==> config.mk <==
export PLATFORM = sky130hd
export DESIGN_NAME = instr_fetch_decode_flat
export DESIGN_NICKNAME = d
export VERILOG_FILES = /design/src/rtl/cpu_isa_pkg.sv /design/src/rtl/instr_fetch_decode_if.sv /design/src/rtl/branch_resolve.sv /design/src/rtl/instr_fetch_decode.sv /design/src/flat_wrapper.sv
export SDC_FILE = /design/constraint.sdc
export NUM_CORES = 1
export LEC_CHECK = 0
export CORE_ASPECT_RATIO = 1.2
export CORE_UTILIZATION = 40
export DETAILED_ROUTE_END_ITERATION = 8
export DONT_BUFFER_PORTS = 1
export PLACE_DENSITY_LB_ADDON = 0.3
export SKIP_CTS_REPAIR_TIMING = 1
export SLEW_MARGIN = 20
export SYNTH_ARGS = -nofsm -noshare
export SYNTH_HDL_FRONTEND = slang
export SYNTH_HIERARCHICAL = 1
export SYNTH_SLANG_ARGS = --single-unit
export TNS_END_PERCENT = 100
==> constraint.sdc <==
create_clock -name clk -period 4.4 [get_ports clk]
set_clock_uncertainty 0.1 [all_clocks]
set_input_delay 0.88 -clock clk [delete_from_list [all_inputs] [get_ports clk]]
set_output_delay 0.88 -clock clk [all_outputs]
set_load 0.005 [all_outputs]
==> src/rtl/cpu_isa_pkg.sv <==
// cpu_isa_pkg
//   Shared ISA definitions for the CPU front end.
//   Instruction word layout (38 bits): {opcode[3:0], s[1:0], a[15:0], b[15:0]}
//   Contents:
//     opcode_e     - opcode encodings
//     *_MSB/*_LSB  - bit positions of each instruction field
//     fsm_state_t  - fetch/decode sequencer states
//     is_branch()  - opcode is resolved locally, never issued
//     is_issue()   - opcode is handed to the execute stage
package cpu_isa_pkg;

  typedef enum logic [3:0] {
    NOP = 4'd0,
    MOV = 4'd1,
    LDR = 4'd2,
    STR = 4'd3,
    CMP = 4'd4,
    B   = 4'd5,
    BGT = 4'd6,
    BLT = 4'd7,
    BEQ = 4'd8,
    ADD = 4'd9
  } opcode_e;

  localparam int OP_MSB = 37;
  localparam int OP_LSB = 34;
  localparam int S_MSB  = 33;
  localparam int S_LSB  = 32;
  localparam int A_MSB  = 31;
  localparam int A_LSB  = 16;
  localparam int B_MSB  = 15;
  localparam int B_LSB  = 0;

  typedef enum logic [2:0] {
    FETCH  = 3'd0,
    DECODE = 3'd1,
    ISSUE  = 3'd2,
    BRANCH = 3'd3,
    HALT   = 3'd4
  } fsm_state_t;

  function automatic logic is_branch(input logic [3:0] op);
    return (op == B) || (op == BGT) || (op == BLT) || (op == BEQ);
  endfunction

  function automatic logic is_issue(input logic [3:0] op);
    return (op <= 4'd4) || (op == ADD);
  endfunction

endpackage

==> src/rtl/instr_fetch_decode_if.sv <==
// instr_fetch_decode_if
//   Bundles the ROM bus, the decoded-instruction handshake and the flag
//   return path between the fetch/decode front end and its environment.
//   Modports:
//     master - the front end: drives address, dec_*, halted
//     slave  - ROM + execute stage: drives instruction, dec_ready,
//              exec_idle and the compare flags
interface instr_fetch_decode_if #(
  parameter int DATA_WIDTH = 38,
  parameter int ADDR_WIDTH = 12
);
  logic [ADDR_WIDTH-1:0] address;
  logic [DATA_WIDTH-1:0] instruction;
  logic                  dec_valid;
  logic                  dec_ready;
  logic [3:0]            dec_opcode;
  logic [1:0]            dec_mode;
  logic [15:0]           dec_a;
  logic [15:0]           dec_b;
  logic                  exec_idle;
  logic                  flag_gt;
  logic                  flag_lt;
  logic                  flag_eq;
  logic                  halted;

  modport master (
    output address, dec_valid, dec_opcode, dec_mode, dec_a, dec_b, halted,
    input  instruction, dec_ready, exec_idle, flag_gt, flag_lt, flag_eq
  );

  modport slave (
    input  address, dec_valid, dec_opcode, dec_mode, dec_a, dec_b, halted,
    output instruction, dec_ready, exec_idle, flag_gt, flag_lt, flag_eq
  );
endinterface

==> src/rtl/branch_resolve.sv <==
// branch_resolve
//   Combinational branch decision for b/bgt/blt/beq.
//   Ports:
//     opcode   - branch opcode held in the instruction register
//     target   - low ADDR_WIDTH bits of the b field (upper bits ignored)
//     pc       - current program counter
//     flag_*   - compare flags from the execute stage
//     taken    - branch is taken
//     next_pc  - taken ? target : pc+1 (modulo 2^ADDR_WIDTH)
module branch_resolve
  import cpu_isa_pkg::*;
#(
  parameter int ADDR_WIDTH = 12
) (
  input  logic [3:0]            opcode,
  input  logic [ADDR_WIDTH-1:0] target,
  input  logic [ADDR_WIDTH-1:0] pc,
  input  logic                  flag_gt,
  input  logic                  flag_lt,
  input  logic                  flag_eq,
  output logic                  taken,
  output logic [ADDR_WIDTH-1:0] next_pc
);

  always_comb begin
    taken = 1'b0;
    case (opcode)
      B:       taken = 1'b1;
      BGT:     taken = flag_gt;
      BLT:     taken = flag_lt;
      BEQ:     taken = flag_eq;
      default: taken = 1'b0;
    endcase
    next_pc = taken ? target : pc + 1'b1;
  end

endmodule

==> src/rtl/instr_fetch_decode.sv <==
// instr_fetch_decode
//   CPU front end: owns the PC, reads the asynchronous instruction ROM,
//   decodes each word, issues non-branch instructions to the execute stage
//   and resolves branches locally once the execute stage is idle.
//   Sequencer: FETCH -> DECODE -> ISSUE | BRANCH | HALT -> FETCH
//   Ports:
//     clk, rst    - clock (rising edge), asynchronous active-high reset
//     bus         - instr_fetch_decode_if.master: ROM address/data,
//                   dec_* valid/ready handshake, exec_idle, flags, halted
//     issue_cnt   - (IFD_PERF_CNT_EN only) saturating count of handshakes
//     taken_cnt   - (IFD_PERF_CNT_EN only) saturating count of taken branches
//   Optional build macro: IFD_PERF_CNT_EN enables the two perf counters.
module instr_fetch_decode
  import cpu_isa_pkg::*;
#(
  parameter int DATA_WIDTH = 38,
  parameter int ADDR_WIDTH = 12
) (
  input  logic clk,
  input  logic rst,
  instr_fetch_decode_if.master bus
`ifdef IFD_PERF_CNT_EN
  ,
  output logic [15:0] issue_cnt,
  output logic [15:0] taken_cnt
`endif
);

  fsm_state_t            state_q, state_d;
  logic [ADDR_WIDTH-1:0] pc_q, pc_d;
  logic [DATA_WIDTH-1:0] ir_q, ir_d;
  logic                  dec_valid_q, dec_valid_d;
  logic [3:0]            dec_opcode_q, dec_opcode_d;
  logic [1:0]            dec_mode_q, dec_mode_d;
  logic [15:0]           dec_a_q, dec_a_d;
  logic [15:0]           dec_b_q, dec_b_d;
  logic                  halted_q, halted_d;

  logic [3:0]            ir_op;
  logic                  br_taken;
  logic [ADDR_WIDTH-1:0] br_next_pc;
  logic                  handshake;

  assign ir_op     = ir_q[OP_MSB:OP_LSB];
  assign handshake = dec_valid_q && bus.dec_ready;

  branch_resolve #(.ADDR_WIDTH(ADDR_WIDTH)) u_branch_resolve (
    .opcode  (ir_op),
    .target  (ir_q[ADDR_WIDTH-1:0]),
    .pc      (pc_q),
    .flag_gt (bus.flag_gt),
    .flag_lt (bus.flag_lt),
    .flag_eq (bus.flag_eq),
    .taken   (br_taken),
    .next_pc (br_next_pc)
  );

  always_comb begin
    state_d      = state_q;
    pc_d         = pc_q;
    ir_d         = ir_q;
    dec_valid_d  = dec_valid_q;
    dec_opcode_d = dec_opcode_q;
    dec_mode_d   = dec_mode_q;
    dec_a_d      = dec_a_q;
    dec_b_d      = dec_b_q;
    halted_d     = halted_q;

    case (state_q)
      FETCH: begin
        ir_d    = bus.instruction;
        state_d = DECODE;
      end
      DECODE: begin
        if (is_branch(ir_op)) begin
          state_d = BRANCH;
        end else if (is_issue(ir_op)) begin
          dec_opcode_d = ir_q[OP_MSB:OP_LSB];
          dec_mode_d   = ir_q[S_MSB:S_LSB];
          dec_a_d      = ir_q[A_MSB:A_LSB];
          dec_b_d      = ir_q[B_MSB:B_LSB];
          dec_valid_d  = 1'b1;
          state_d      = ISSUE;
        end else begin
          halted_d = 1'b1;
          state_d  = HALT;
        end
      end
      ISSUE: begin
        // Payload registers are untouched here, so they stay stable
        // for as long as the execute stage applies backpressure.
        if (handshake) begin
          pc_d        = pc_q + 1'b1;
          dec_valid_d = 1'b0;
          state_d     = FETCH;
        end
      end
      BRANCH: begin
        // Flags only mean something once every issued instruction
        // has retired, so they are looked at only when exec_idle is high.
        if (bus.exec_idle) begin
          pc_d    = br_next_pc;
          state_d = FETCH;
        end
      end
      HALT: begin
        dec_valid_d = 1'b0;
        halted_d    = 1'b1;
      end
      default: state_d = FETCH;
    endcase
  end

  always_ff @(posedge clk or posedge rst) begin
    if (rst) begin
      state_q      <= FETCH;
      pc_q         <= '0;
      ir_q         <= '0;
      dec_valid_q  <= 1'b0;
      dec_opcode_q <= '0;
      dec_mode_q   <= '0;
      dec_a_q      <= '0;
      dec_b_q      <= '0;
      halted_q     <= 1'b0;
    end else begin
      state_q      <= state_d;
      pc_q         <= pc_d;
      ir_q         <= ir_d;
      dec_valid_q  <= dec_valid_d;
      dec_opcode_q <= dec_opcode_d;
      dec_mode_q   <= dec_mode_d;
      dec_a_q      <= dec_a_d;
      dec_b_q      <= dec_b_d;
      halted_q     <= halted_d;
    end
  end

  assign bus.address    = pc_q;
  assign bus.dec_valid  = dec_valid_q;
  assign bus.dec_opcode = dec_opcode_q;
  assign bus.dec_mode   = dec_mode_q;
  assign bus.dec_a      = dec_a_q;
  assign bus.dec_b      = dec_b_q;
  assign bus.halted     = halted_q;

`ifdef IFD_PERF_CNT_EN
  logic [15:0] issue_cnt_q, issue_cnt_d;
  logic [15:0] taken_cnt_q, taken_cnt_d;

  always_comb begin
    issue_cnt_d = issue_cnt_q;
    taken_cnt_d = taken_cnt_q;
    if (state_q == ISSUE && handshake && issue_cnt_q != 16'hFFFF)
      issue_cnt_d = issue_cnt_q + 16'd1;
    if (state_q == BRANCH && bus.exec_idle && br_taken && taken_cnt_q != 16'hFFFF)
      taken_cnt_d = taken_cnt_q + 16'd1;
  end

  always_ff @(posedge clk or posedge rst) begin
    if (rst) begin
      issue_cnt_q <= '0;
      taken_cnt_q <= '0;
    end else begin
      issue_cnt_q <= issue_cnt_d;
      taken_cnt_q <= taken_cnt_d;
    end
  end

  assign issue_cnt = issue_cnt_q;
  assign taken_cnt = taken_cnt_q;
`endif

endmodule

==> src/flat_wrapper.sv <==
// flat-port wrapper written by rule: the top's interface ports become plain ports
module instr_fetch_decode_flat import cpu_isa_pkg::*;
#(
  parameter int DATA_WIDTH = 38,
  parameter int ADDR_WIDTH = 12
)
  (clk, rst, bus_address, bus_dec_valid, bus_dec_opcode, bus_dec_mode, bus_dec_a, bus_dec_b, bus_halted, bus_instruction, bus_dec_ready, bus_exec_idle, bus_flag_gt, bus_flag_lt, bus_flag_eq);
  instr_fetch_decode_if #(.DATA_WIDTH(DATA_WIDTH), .ADDR_WIDTH(ADDR_WIDTH)) bus_i ();
  input  logic clk;
  input  logic rst;
  output wire logic [$bits(bus_i.address)-1:0] bus_address;
  output wire logic [$bits(bus_i.dec_valid)-1:0] bus_dec_valid;
  output wire logic [$bits(bus_i.dec_opcode)-1:0] bus_dec_opcode;
  output wire logic [$bits(bus_i.dec_mode)-1:0] bus_dec_mode;
  output wire logic [$bits(bus_i.dec_a)-1:0] bus_dec_a;
  output wire logic [$bits(bus_i.dec_b)-1:0] bus_dec_b;
  output wire logic [$bits(bus_i.halted)-1:0] bus_halted;
  input wire logic [$bits(bus_i.instruction)-1:0] bus_instruction;
  input wire logic [$bits(bus_i.dec_ready)-1:0] bus_dec_ready;
  input wire logic [$bits(bus_i.exec_idle)-1:0] bus_exec_idle;
  input wire logic [$bits(bus_i.flag_gt)-1:0] bus_flag_gt;
  input wire logic [$bits(bus_i.flag_lt)-1:0] bus_flag_lt;
  input wire logic [$bits(bus_i.flag_eq)-1:0] bus_flag_eq;
  assign bus_address = bus_i.address;
  assign bus_dec_valid = bus_i.dec_valid;
  assign bus_dec_opcode = bus_i.dec_opcode;
  assign bus_dec_mode = bus_i.dec_mode;
  assign bus_dec_a = bus_i.dec_a;
  assign bus_dec_b = bus_i.dec_b;
  assign bus_halted = bus_i.halted;
  assign bus_i.instruction = bus_instruction;
  assign bus_i.dec_ready = bus_dec_ready;
  assign bus_i.exec_idle = bus_exec_idle;
  assign bus_i.flag_gt = bus_flag_gt;
  assign bus_i.flag_lt = bus_flag_lt;
  assign bus_i.flag_eq = bus_flag_eq;
  instr_fetch_decode #(.DATA_WIDTH(DATA_WIDTH), .ADDR_WIDTH(ADDR_WIDTH)) u_core (.clk(clk), .rst(rst), .bus(bus_i));
endmodule
==> flow_summary.toml <==
[finish]
finalNetCount = 371
n_antenna_cell = 0
drive_above_1_share = 0.353
design_area_sq_um = 4710
fill_cells = 958
synthToLayoutAreaGrowth_pct = 9.85

[hold_path]
min_path_type = "register to register"
whs_path_depth = 1

[place]
routabilityCongestion = 0.844
hpwl_um = 5950
place_area_sq_um = 4400
pre_cts_ws_ns = 1.57
port_buffers = 0

[cts]
clockRootBuffer = "clkbuf_16"
clock_tree.buffer_depth = 2
clock-sinks = 93
cts_tree = "done"
clkTransAtPathRegs_ns = 0.07
numCtsBuffers = 9
clk_latency_ns = 0.34
htree_levels = 3

[route]
first_iter_violations = 88
post_drt_wl_per_cell_um = 19.2
ant_nets = 0
dr.pass1.iters = 4
vias_per_cell = 5.67
route.detailed.drc = 0
vias = 2595
wirelength_um = 8770

[floorplanning]
die_x_um = 96.6
die_h_um = 115
initial_core_util = 0.410
rows = 41
boundaryPins = 97
core_area_sq_um = 10500
die_area_sq_um = 11100

[synthesis]
syn_area_sq_um = 4290
syn_area_per_cell_sq_um = 13.1
synth.net_count = 374
syn_inst = 327
ys_warn_count = 6

[worst_setup_path]
crit_fanout = 12
cp-startpoint = "bus_flag_gt"
required_ns = 4.48
worst_r2r_path_depth = 6
startpoint_type = "primary input"
critPathCaptureType = "register"
cp_data_arrival_time_ns = 2.57
worstSetupEndpoint = "u_core/bus.address[11]"
r2r_end = "u_core/bus.address[11]"
timing.rr.start = "u_core/ir_q[35]"
r2r_slack_ns = 1.92
crit_type = "primary input to register"

[global_route]
use_met3 = 0.0663
grt_pass1_wl_um = 13900
grt_max_degree = 69
antenna_found_initial = 0
grt_overflow = 0
use_met2 = 0.262
met1_usage = 0.206
grt_pass1_vias = 2722
grt.busiest_layer = "met2"
grt_use_total = 0.168

[sta]
relSlewSlack = 0.323
finalHoldViolCount = 0
tns_ns = 0
period_share = 0.566
setup_ws_ns = 1.91
setup_violations = 0
rsz0062_at_grt = "no"
drv_slew = 0
clock.fmax_mhz = 401
period_needed_ns = 2.49
tightest_slew_ns = 1.01

[power]
power_density_nw_per_um2 = 871
ir_drop_uv = 380
p_leak_nw = 2.04

[run_status]
outcome = "completed"

[run]
cap_viol_max_count = 0
[where the power goes]
part	leakage, nW	switching, mW	internal, mW
combinational	0.801	0.617	0.911
sequential	1.09	0.479	1.30
clock	0.150	0.328	0.477
[layout make-up]
| type | instances | area (sq um) | area share |
|---|---|---|---|
| clock buffer | 11 | 253 | 0.0536 |
| clock inverter | 5 | 65.1 | 0.0138 |
| inverter | 10 | 40.0 | 0.00849 |
| multi-input combinational | 207 | 1830 | 0.389 |
| sequential | 93 | 2330 | 0.494 |
| tap | 129 | 161 | 0.0342 |
| timing repair buffer | 3 | 35.0 | 0.00743 |
[cells in the final DEF (no fill, tap or decap), types with 4 or more instances in the layout]
| cell type | n |
|---|---|
| xnor2_1 | 4 |
| clkbuf_16 | 9 |
| nand2_1 | 13 |
| o22ai_1 | 5 |
| nand3_1 | 11 |
| nor2_1 | 9 |
| mux2_4 | 18 |
| dfrtp_1 | 93 |
| inv_1 | 9 |
| a2bb2oi_1 | 4 |
| a21oi_1 | 18 |
| o21ai_0 | 6 |
| xor2_1 | 6 |
| mux2_2 | 70 |
[worst max-delay path: stages]
cell and delay [ns]:
a21oi_1 0.13, a31oi_1 0.07, a31oi_2 0.84, mux2_2 0.41, o32ai_1 0.12, a211oi_1 0.11
[metrics by stage]
stage	utilization	hold slack [ns]	cells	power, mW
floorplan	-	0.365	327	3.00
detailed placement	0.420	0.391	442	3.34
global route	0.451	0.420	458	4.39
finish	0.451	0.397	458	4.11
global placement	0.420	0.384	442	3.27
CTS	0.451	0.399	458	4.16
[registers in the layout, summed over array words and instances, names as in the netlist]
signal                 flops
u_core/bus.dec_b          16
u_core/bus.halted          1
u_core/state_q             3
u_core/bus.dec_mode        2
u_core/bus.dec_valid       1
u_core/bus.dec_opcode      4
u_core/ir_q               38
u_core/bus.address        12
u_core/bus.dec_a          16
[worst min-delay path by stage]
stage	slack [ns]	endpoint	start
finish	0.40	u_core/bus.dec_b[12]	u_core/ir_q[12]
global route	0.42	u_core/bus.dec_b[12]	u_core/ir_q[12]
CTS	0.40	u_core/bus.dec_b[12]	u_core/ir_q[12]
detailed placement	0.39	u_core/bus.dec_b[12]	u_core/ir_q[12]
global placement	0.38	u_core/bus.dec_a[7]	u_core/ir_q[23]
floorplan	0.36	u_core/bus.halted	u_core/bus.halted
[per-layer routing]
| metal | share of wire | vias up |
|---|---|---|
| met5 | 0 | - |
| met4 | 0.024 | 0 |
| met3 | 0.091 | 13 |
| met2 | 0.47 | 88 |
| met1 | 0.41 | 1316 |
| li1 | - | 1178 |
(Power assumes the default switching activity.)
